--- config.mk ---
export PLATFORM = sky130hd
export DESIGN_NAME = ana_monitor
export DESIGN_NICKNAME = d
export VERILOG_FILES = /design/src/rtl/ana_monitor.sv
export SDC_FILE = /design/constraint.sdc
export NUM_CORES = 1
export LEC_CHECK = 0
export CORE_AREA = 2 2 63 65
export CTS_CLUSTER_SIZE = 16
export DETAILED_ROUTE_END_ITERATION = 12
export DIE_AREA = 0 0 65 67
export PLACE_DENSITY_LB_ADDON = 0.15
export SYNTH_ARGS = -nofsm -noshare
export SYNTH_HDL_FRONTEND = slang
export SYNTH_SLANG_ARGS = --single-unit
--- constraint.sdc ---
create_clock -name clk -period 4.45 [get_ports clk]
set_clock_uncertainty 0.15 [all_clocks]
set_input_delay 0.89 -clock clk [delete_from_list [all_inputs] [get_ports clk]]
set_output_delay 0.89 -clock clk [all_outputs]
set_load 0.05 [all_outputs]
--- src/rtl/ana_monitor.sv ---
// ana_monitor: registers the state/carry outputs of the `analysis` block,
// counts carry rising edges, detects the symbol walk 001 -> 010 -> 100 and
// offers a snapshot of the carry count over a valid/ready handshake.
module ana_monitor #(
  parameter int CNT_W = 8
) (
  input  logic             clk,
  input  logic             reset,
  input  logic             o1,
  input  logic             o2,
  input  logic             o3,
  input  logic             c,
  input  logic             report_ready,
  output logic [CNT_W-1:0] count,
  output logic             wrap,
  output logic             hit,
  output logic             report_valid,
  output logic [CNT_W-1:0] report_data,
  output logic             overrun
);

  typedef enum logic [1:0] {
    IDLE = 2'd0,
    S1   = 2'd1,
    S2   = 2'd2
  } state_t;

  localparam logic [CNT_W-1:0] CNT_ONE  = {{(CNT_W-1){1'b0}}, 1'b1};
  localparam logic [CNT_W-1:0] CNT_ONES = {CNT_W{1'b1}};

  logic [2:0]       sym_q;
  logic             c_q;
  logic             c_qq;
  logic             rise;
  logic [CNT_W-1:0] count_next;
  state_t           state;
  state_t           state_next;
  logic             hit_next;
  logic             transfer;

  // Input register stage: sample the symbol and a two-deep carry history.
  always_ff @(posedge clk) begin
    if (reset) begin
      sym_q <= 3'b000;
      c_q   <= 1'b0;
      c_qq  <= 1'b0;
    end else begin
      sym_q <= {o3, o2, o1};
      c_q   <= c;
      c_qq  <= c_q;
    end
  end

  // Carry edge detect and the value the counter takes on this edge.
  always_comb begin
    rise       = c_q & ~c_qq;
    count_next = count;
    if (rise) begin
      count_next = count + CNT_ONE;
    end else begin
      count_next = count;
    end
  end

  // Carry-edge counter with a registered wrap pulse on the all-ones -> 0 step.
  always_ff @(posedge clk) begin
    if (reset) begin
      count <= '0;
      wrap  <= 1'b0;
    end else begin
      count <= count_next;
      wrap  <= rise & (count == CNT_ONES);
    end
  end

  // Pattern FSM state register.
  always_ff @(posedge clk) begin
    if (reset) begin
      state <= IDLE;
    end else begin
      state <= state_next;
    end
  end

  // Pattern FSM next state; a 001 from any state restarts the walk.
  always_comb begin
    state_next = IDLE;
    case (state)
      IDLE: begin
        if (sym_q == 3'b001) state_next = S1;
        else                 state_next = IDLE;
      end
      S1: begin
        if (sym_q == 3'b010)      state_next = S2;
        else if (sym_q == 3'b001) state_next = S1;
        else                      state_next = IDLE;
      end
      S2: begin
        if (sym_q == 3'b010)      state_next = S2;
        else if (sym_q == 3'b001) state_next = S1;
        else                      state_next = IDLE;
      end
      default: state_next = IDLE;
    endcase
  end

  // Pattern FSM output: completion is a 100 seen while in S2.
  always_comb begin
    hit_next = 1'b0;
    if ((state == S2) && (sym_q == 3'b100)) begin
      hit_next = 1'b1;
    end else begin
      hit_next = 1'b0;
    end
  end

  assign transfer = report_valid & report_ready;

  // Registered hit pulse and the single-entry report slot with sticky overrun.
  always_ff @(posedge clk) begin
    if (reset) begin
      hit          <= 1'b0;
      report_valid <= 1'b0;
      report_data  <= '0;
      overrun      <= 1'b0;
    end else begin
      hit <= hit_next;
      if (hit_next && (!report_valid || transfer)) begin
        report_valid <= 1'b1;
        report_data  <= count_next;
      end else if (hit_next) begin
        overrun <= 1'b1;
      end else if (transfer) begin
        report_valid <= 1'b0;
      end else begin
        report_valid <= report_valid;
      end
    end
  end

endmodule
[After elaboration in Yosys (flattened, before gate mapping)]
Index checks and enable logic that the tools add are counted.
Operators by class
  add/sub/neg operators: 1
  bitwise gates (word level): 5
  reductions and logical operators: 9
  eq/ne operators: 7
  multiplexer cells: 8
Operator list (count)
  $add A8 B1 Y8 const B: 1
  $eq A8 B8 Y1 const B: 1
  $mux W8: 1
  $mux W1: 5
  $pmux W2 S2: 1
  $reduce_and A2 Y1: 2
  $and A1 B1 Y1: 3
  $eq A3 B1 Y1 const B: 1
  $eq A3 B2 Y1 const B: 1
  $eq A3 B3 Y1 const B: 1
  $eq A2 B1 Y1 const B: 1
  $eq A2 B2 Y1 const B: 1
  $logic_and A1 B1 Y1: 2
  $logic_not A2 Y1: 1
  $mux W2: 1
  $ne A2 B1 Y1 const B: 1
  $not A1 Y1: 2
  $reduce_bool A2 Y1: 1
  $reduce_or A2 Y1: 1
  $logic_not A1 Y1: 1
  $logic_or A1 B1 Y1: 1
Word-level totals
  register bits after elaboration: 27
  input bits: 7
  logic and storage cells: 40

[Logic depth before layout (Yosys ltp)]
  word-level depth: 6
  depth in mapped cells: 6
  gate-level depth less buffers: 5

[Least setup slack after synthesis]
No wires, ideal clock.
  kind: register -> register
  start point: reg count[0]
  end point: reg report_data[6]
  stages on the path, launching flop included: 5
  clock period less this slack: 2024 ps
  library setup time: 91 ps
  slack: 2426 ps
  arrival: 1783 ps
  path through: dfxtp_1 -> ha_1 -> inv_1 -> or4_1 -> a311oi_1
Between the ends
  longest elaborated chain between the ends: 2
RTL lines
  start: declaration: line 14  | output logic [CNT_W-1:0] count,
  start signal: assignment: line 71  | count <= count_next;
  $add A8 B1 Y8: line 59  | count_next = count + CNT_ONE;
  $mux W8: line 58  | if (rise) begin
  end signal: assignment: line 130  | report_data <= count_next;
  end: declaration: line 18  | output logic [CNT_W-1:0] report_data,
No other way between the ends.
A chain may end at the register's enable or synchronous reset.

[Worst setup path in the final report]
  start point: reg count[2]
  end point: out count[2]
No word-level cell between the ends.

==> results.md <==
- GPL Wtd Cong: between 0.6 and 0.7
- Syn avg cell area: 9.83 µm²
- CTS sink count: 27
- Slew headroom: 36.6%
- CP max-delay cell: clkdlybuf4s50_1
- Share of cells above drive strength 1: 4.55%
- Pleak: 0.482 nW
- Core ar.: 3610 µm²
- Minimum clock period: around 2.6 ns
- Pre-antenna DRT Iters: 4
- Post-DP HPWL: 1600 µm
- FMAX: 0.383 GHz
- Max VDD drop: 0.104 mV
- CTS Hold Bufs: 0
- Crit path max fanout: 5
- Tcrit/Tclk final: between 50% and 60%
- Post-Syn Instances: 107
- Critical path class: reg -> out
- GR met1 Demand/Resource: between 10% and 20%
- Top-area cell type share of the netlist area: 51.4%
- Num CTS Buffers: 3
- Max-slew violations: 0
- Max Cap Viol: 0
- Largest net degree at the start of global routing: 28
- CTS tree: yes
- Initial DRC count: 66
- Area Overhead vs Synth: 33.5%
- Most area-hungry cell type in the Yosys netlist: dfxtp_1
- CP top delay family: buffers and inverters
- GRT Total Usage: 11.1%
- H-tree depth: 1
- Worst hold path class: reg -> reg
- Initial Util: 29.2%
- First-pass GRT wire length: 3710 µm
- RSZ-0062 raised after global routing: no
- Setup violators final: 0
- Antenna Cells: 0
- Vias in the first global route: between 800 and 900
- Syn Nets: 118
- Yosys warnings: 0
- Clock buffer depth: 2
- Clk_lat worst skew: 0.27 ns
- EDFF count, synth: 0
- Sequential area share after synthesis: 51.4%
- Port Buffer Count: 26
- Clk root buf: clkbuf_8
- Design Area, Final: 1410 µm²
- Grt met3 use: under 10%
- CP peak stage delay: approximately 0.85 ns
- FFs w/ async S/R, synth: 0%
- GR met2 Demand/Resource: 18.4%
- Die area: roughly 4400 µm²
- Net total in the final layout: 144
- # IOs: 27
- Worst-path clk slew: 0.09 ns
- Worst-Margin Slew: approximately 0.95 ns
- Primary FF master, synth: dfxtp_1
- Via count: 855
- Placed Area: 1360 µm²
- Yosys reg bits: 27
- Top post-synthesis cells by area: dfxtp_1, a21oi_1, ha_1
- Buf/Inv on CP: 1
- Die Y: 67 µm
- Worst EP required: 3.41 ns
- CP startpoint kind: register
- Die Width: approximately 65 µm
- Post-synthesis cell area: 1050 µm²
- Initial antenna violation count: 0
- Site Rows: 22
- Setup_tns: 0 ns
- Vias per inst: 4.75
- Routed Antenna Nets: 0
- Status: finished clean
- Critical Path AT: 1.57 ns
- Final Hold Fails: 0
- Power density over the cells: 295 nW/µm²
- Resized cells post-CTS: 0
- Global route hottest layer: met2
- Worst hold margin: 0.289 ns
- Most instantiated library cell after synthesis: dfxtp_1
- Postcts setup bufs: 0
- Routed WL per cell: around 12 µm
- Synth unique cells: 28
- Worst Setup End Kind: primary output
- GR Overflow Total: 0
- Wirelength, routed: 2110 µm
- Crit-path cells: clkdlybuf4s50_1
- DRC Markers: 0
- Post-synth top cells: dfxtp_1, a21oi_1, inv_1, nor2_1, nor2b_1
[cells in the final DEF, fill, tap and decap left out, drive strengths merged, types with 4 or more instances in the layout]
master         synthesis  layout
a21oi                 14      14
a311oi                 5       5
clkdlybuf4s50          0      26
dfxtp                 27      27
ha                     4       4
inv                    6       6
nand2                  4       4
nor2                   6       6
nor2b                  6       6
or4                    4       4
[worst reg2reg max path: stages, from the launching register on]
cell and delay, ns:
dfxtp_1 0.41, ha_1 0.25, inv_1 0.08, or4_1 0.55
a311oi_1 0.26
[flip-flops by register name, summed over array words and instances, names as in the netlist]
signal	count
wrap	1
state	2
sym_q	3
c_qq	1
count	8
hit	1
c_q	1
overrun	1
report_valid	1
report_data	8
[final timing paths]
check	from	to	slack (ns)	depth (start not counted)
worst max register to register	count[0]	report_data[6]	2.64	4
worst min register to register	sym_q[2]	state[1]	0.29	1
worst max-delay path	count[2]	count[2]	1.84	1
worst min-delay path	sym_q[2]	state[1]	0.29	1
[kinds of logic (layout without fill, tap and decap cells)]
logic type | count (synthesis) | count (layout) | share of synthesized area [%]
compound gates | 29 | 29 | 17.1
fa+ha+maj | 4 | 4 | 4.76
simple gates | 32 | 32 | 19.7
xor+xnor | 2 | 2 | 1.66
buf+inv | 12 | 37 | 4.40
mux | 1 | 1 | 0.951
flops | 27 | 27 | 51.4
[metrics by stage]
step           std cells  total power, W  utilization (%)  worst slack (ns)
6_report             180        0.000414             39.0              1.84
5_1_grt              180        0.000436             39.0              1.77
2_1_floorplan        107        0.000269                -              2.43
3_3_place_gp         176        0.000279             37.6              1.74
4_1_cts              180        0.000418             39.0              1.83
3_5_place_dp         176        0.000279             37.6              1.73
[power breakdown]
| part | internal [W] | leakage (nW) | total [W] | switching (W) |
|---|---|---|---|---|
| sequential | 0.000245 | 0.219 | 0.000249 | 0.00000384 |
| combinational | 0.0000115 | 0.242 | 0.0000241 | 0.0000126 |
| clock | 0.0000635 | 0.0217 | 0.000141 | 0.0000776 |
[per-layer routing]
layer,wire length [µm],part of all wire (%),up-vias
li1,-,-,439
met3,93,4.4,2
met2,971,46,18
met4,13,0.62,0
met1,1030,49,396
met5,0,0,-
[layout make-up]
class / instances / area, µm²
Tap cell: 48 / 60.1
Timing Repair Buffer: 27 / 268
Clock buffer: 3 / 41.3
Fill cell: 367 / 2200
Sequential cell: 27 / 541
Multi-Input combinational cell: 68 / 465
Inverter: 6 / 22.5
Clock inverter: 1 / 7.51
Note: power is estimated with default switching activity, not from simulation.
==> edit 1: new RTL, config.mk and constraints unchanged <==
Change the parameter `CNT_W` from 8 to 12.
--- a/src/rtl/ana_monitor.sv
+++ b/src/rtl/ana_monitor.sv
@@ -4,3 +4,3 @@
 module ana_monitor #(
-  parameter int CNT_W = 8
+  parameter int CNT_W = 12
 ) (
Ports: changed (resized count and report_data); port bits go from 27 to 35. The function was not compared with the original's and may differ.
==> edit 1 against the unedited design <==
- sequential cell count rose by 8
- count of clock-buffer cells in the layout is 3 higher
- clock power grew 110%
- via count up 21%
- critical endpoint is now count[3]
- sequential power grew 29%
- highest routed layer unchanged
- worst hold slack gained 13 ps
- area after synthesis rose by 27%
- wire length grew 25%
- final area increased by 30%
- core utilization rose by 12 points
- power grew 54%
- worst setup slack got worse by 14 ps
==> edit 1: results (changes against the unedited design) <==
Status
  – Outcome: finished clean (unchanged)

Route
  – Drt pass-1 iters: 4 (unchanged)
  – Final wirelength: 2620 microns (was 2110 microns)
  – Starting DRT DRC Count: 42 (was 66)
  – Vias per cell: 4.69 (was 4.75)

Worst setup path
  – Delay-heaviest family, CP: buffers and inverters (unchanged)
  – R2R depth: 7 (was 4)
  – Critical path data arrival time: 1590 ps (was 1570 ps)
  – Crit Reg-Reg Endpoint: report_data[9] (was report_data[6])
  – CP max stage cell: clkdlybuf4s50_1 (unchanged)
  – Max stage delay on crit path: 850 ps (about the same)
  – Worst reg2reg path startpoint: state[0] (was count[0])
  – Worst-path fanout max: 6 (was 5)
  – FF-to-FF setup slack: 2730 ps (was 2640 ps)

Global route
  – First-pass GRT wire length: 4570 microns (was 3710 microns)
  – Pin count of the biggest net entering global routing: 35 (was 28)
  – Initial antenna violation count: 0 (unchanged)
  – GR Util All Layers: 14.0% (was 11.1%)
  – Vias in the first global route: 1,052 (was 868)

Layout
  – # diodes: 0 (unchanged)
  – Layout cells sized above 1: 8.14% (was 4.55%)
  – Fill count: 332 (was 367)
  – Post-Layout Cell Count: 220 (was 180)
  – Net count reported at finish: 182 (was 144)
  – Regs by FF count: count (12), report_data (12), sym_q (3) (was count (8), report_data (8), sym_q (3))

Timing
  – Worst-margin pin slew: 501 ps (was 949 ps)
  – Fin Hold WS: 301 ps (was 289 ps)

Clock tree
  – Post-CTS setup buffers: 0 (unchanged)
  – Cts bufs inserted: 5 (was 3)
  – Clock slew at reported path FFs: 70 ps (was 90 ps)
  – H-Tree Depth: 2 (was 1)

Placed design
  – Area after DPL: 1710 sq um (was 1360 sq um)
  – Number of instances in the placed design: 212 (was 176)
  – Port buffer count: 34 (was 26)
  – Final HPWL DP: 1870 microns (was 1600 microns)
  – GPL Wtd Cong: 0.742 (was 0.686)

Synthesis
  – Synth area leaders: dfxtp_1 (53%), nor2_1 (8.2%), a211oi_1 (5.1%) (was dfxtp_1 (51%), a21oi_1 (6.7%), ha_1 (4.8%))
  – Post-synthesis sequential area ratio: 52.6% (was 51.4%)
  – Unique masters post-synth: 27 (was 28)
  – Syn nets: 146 (was 118)
  – Synth cell count leaders: dfxtp_1 (35), nor2_1 (29), a211oi_1 (9) (was dfxtp_1 (27), a21oi_1 (14), inv_1 (6), nor2_1 (6), nor2b_1 (6))
  – Syn Inst Count: 135 (was 107)

Min path
  – Hold Path Sink: state[0] (was state[1])
  – Hold crit path type: reg -> reg (unchanged)
  – Hold Path Origin: sym_q[1] (was sym_q[2])

Power and ir drop
  – Static leakage: 0.628 nW (was 0.482 nW)
  – VDD IR max: 0.185 mV (was 0.104 mV)
edit 1: cell types whose count changed after synthesis, moves of 3 or more:
cell	change
a211oi_1	+6
a211oi_2	+3
a21oi_1	-13
a311oi_1	-5
dfxtp_1	+8
nand4_1	+4
nor2_1	+23
o31ai_1	-3
or4_1	-4
xnor2_1	+4
xor2_1	+5
edit 1: logic make-up after synthesis:
kind of cell	count (synthesis)	share of synthesized area, %
AOI/OAI and AO/OA	15	9.40
muxes	1	0.752
buffers and inverters	11	3.57
DFF	35	52.6
and+or+nand+nor	58	22.7
xor gates and xnor gates	11	7.24
adders and majority gates	4	3.76
edit 1: per-layer routing:
metal	vias up	part of all wire (%)	track usage, %
li1	531	-	-
met1	472	46	16.1
met2	22	48	23.5
met3	6	4.5	4.56
met4	0	1.9	6.38
met5	-	0	0
edit 1: layout make-up:
class                   instances  area, sq um  area share, %
flip-flops and latches         35          701           38.3
multi-input cells              89          583           31.8
repair buffers                 36          355           19.4
clock buffers                   6         82.6           4.51
well taps                      48         60.1           3.28
clock inverters                 2         35.0           1.91
inverters                       4         15.0          0.820
edit 1: how the worst max path moves through the flow:
stage / start / end / slack, ps / cells after the start
after floorplan: report_ready / report_data[2] / 2520 / 5
after CTS: count[2] / count[2] / 1800 / 1
after global placement: report_ready / report_data[0] / 2070 / 6
after global routing: count[2] / count[2] / 1750 / 1
after detailed placement: report_ready / report_data[0] / 2000 / 6
final: count[3] / count[3] / 1820 / 1
edit 1: per-stage QoR:
step                      power, W  utilization (%)  setup slack, ps
after global placement    0.000354             47.5             2070
after CTS                 0.000647             50.8             1800
after floorplan           0.000343                -             2520
after detailed placement  0.000354             47.5             2000
final                     0.000639             50.8             1820
after global routing      0.000665             50.8             1750
edit 1: power breakdown:
part	switching (W)	internal [W]	total [W]
Sequential	0.00000331	0.000317	0.000320
Clock	0.000111	0.000181	0.000293
Combinational	0.0000141	0.0000122	0.0000263
Total	0.000129	0.000510	0.000639
==> edit 2: new RTL, config.mk and constraints unchanged <==
Made on the original files. Encoding of `state_t`: now one-hot (3 bits for 3 states).
--- a/src/rtl/ana_monitor.sv
+++ b/src/rtl/ana_monitor.sv
@@ -21,6 +21,6 @@
 
-  typedef enum logic [1:0] {
-    IDLE = 2'd0,
-    S1   = 2'd1,
-    S2   = 2'd2
+  typedef enum logic [2:0] {
+    IDLE = 3'b001,
+    S1   = 3'b010,
+    S2   = 3'b100
   } state_t;
Check against the original RTL: same outputs for any inputs over 10 cycles, from zero or initial values and one cycle with reset high; not proved beyond that.
==> edit 2 against the unedited design <==
- sequential cell count grew 1
- worst setup slack lost 2.0 ps
- area after synthesis up 2.0%
- wire length is 5.6% higher
- final area up 2.3%
- power is 16% higher
- fmax about the same
- largest power group unchanged
==> edit 2: results (changes against the unedited design) <==
Status
  – Outcome: finished clean (unchanged)

Layout
  – FF+latch count: 28 (was 27)
  – Multi-input gate area: 474 sq um (was 465 sq um)
  – Area growth syn-to-layout: 33.9% (was 33.5%)
  – Net count reported at finish: 138 (was 144)
  – Layout non-clock buf frac: 18.1% (was 19.1%)
  – Sequential share of cell area: 39.0% (was 38.5%)
  – Clock-cell share of area: 4.96% (was 3.47%)
  – Regs by FF count: count (8), report_data (8) (was count (8), report_data (8), sym_q (3))

Power and ir drop
  – Clock power frac: 41.4% (was 34.0%)
  – Clock-net power: 0.000200 W (was 0.000141 W)
  – VDD IR max: 0.132 mV (was 0.104 mV)
  – Static leakage: 0.499 nW (was 0.482 nW)

Placed design
  – Final HPWL DP: 1610 microns (was 1600 microns)
  – Setup WS pre-CTS: 1790 ps (was 1730 ps)

Synthesis
  – Synth area leaders: dfxtp_1 (52%), a31oi_1 (4.7%), nor2b_1 (4.1%) (was dfxtp_1 (51%), a21oi_1 (6.7%), ha_1 (4.8%))
  – Post-synthesis sequential area ratio: 52.2% (was 51.4%)
  – Unique masters post-synth: 31 (was 28)
  – Syn nets: 114 (was 118)

Route
  – Vias per cell: 4.81 (was 4.75)
  – Starting DRT DRC Count: 25 (was 66)
  – Detail Route met2 WL: 1030 microns (was 971 microns)

Global route
  – GR Layer Usage met3: 1.69% (was 2.53%)
  – GR Util All Layers: 11.3% (was 11.1%)
  – Vias in the first global route: 880 (was 868)
  – Pin count of the biggest net entering global routing: 27 (was 28)
  – First-pass GRT wire length: 3830 microns (was 3710 microns)
  – Routing usage on met2: 19.2% (was 18.4%)

Min path
  – Hold depth: 2 (was 1)
edit 2: path summary, 6_finish.rpt:
path	startpoint	end	slack, ps
max	count[0]	count[0]	1840
min	overrun	overrun	330
max reg2reg	count[0]	report_data[6]	2600
min reg2reg	overrun	overrun	330
edit 2: cell families after synthesis:
family / share of synthesized area [%]
and+or+nand+nor: 19.2
xor gates and xnor gates: 3.26
buffers and inverters: 3.61
DFF: 52.2
adders and majority gates: 1.17
AOI/OAI and AO/OA: 19.6
muxes: 0.932
edit 2: through the flow:
| stage | util (%) | cell area [sq um] | std cells |
|---|---|---|---|
| detailed placement | 37.9 | 1370 | 173 |
| CTS | 39.9 | 1440 | 177 |
| global route | 39.9 | 1440 | 177 |
| global placement | 37.9 | 1370 | 173 |
| finish | 39.9 | 1440 | 177 |
| floorplan | - | 1070 | 106 |
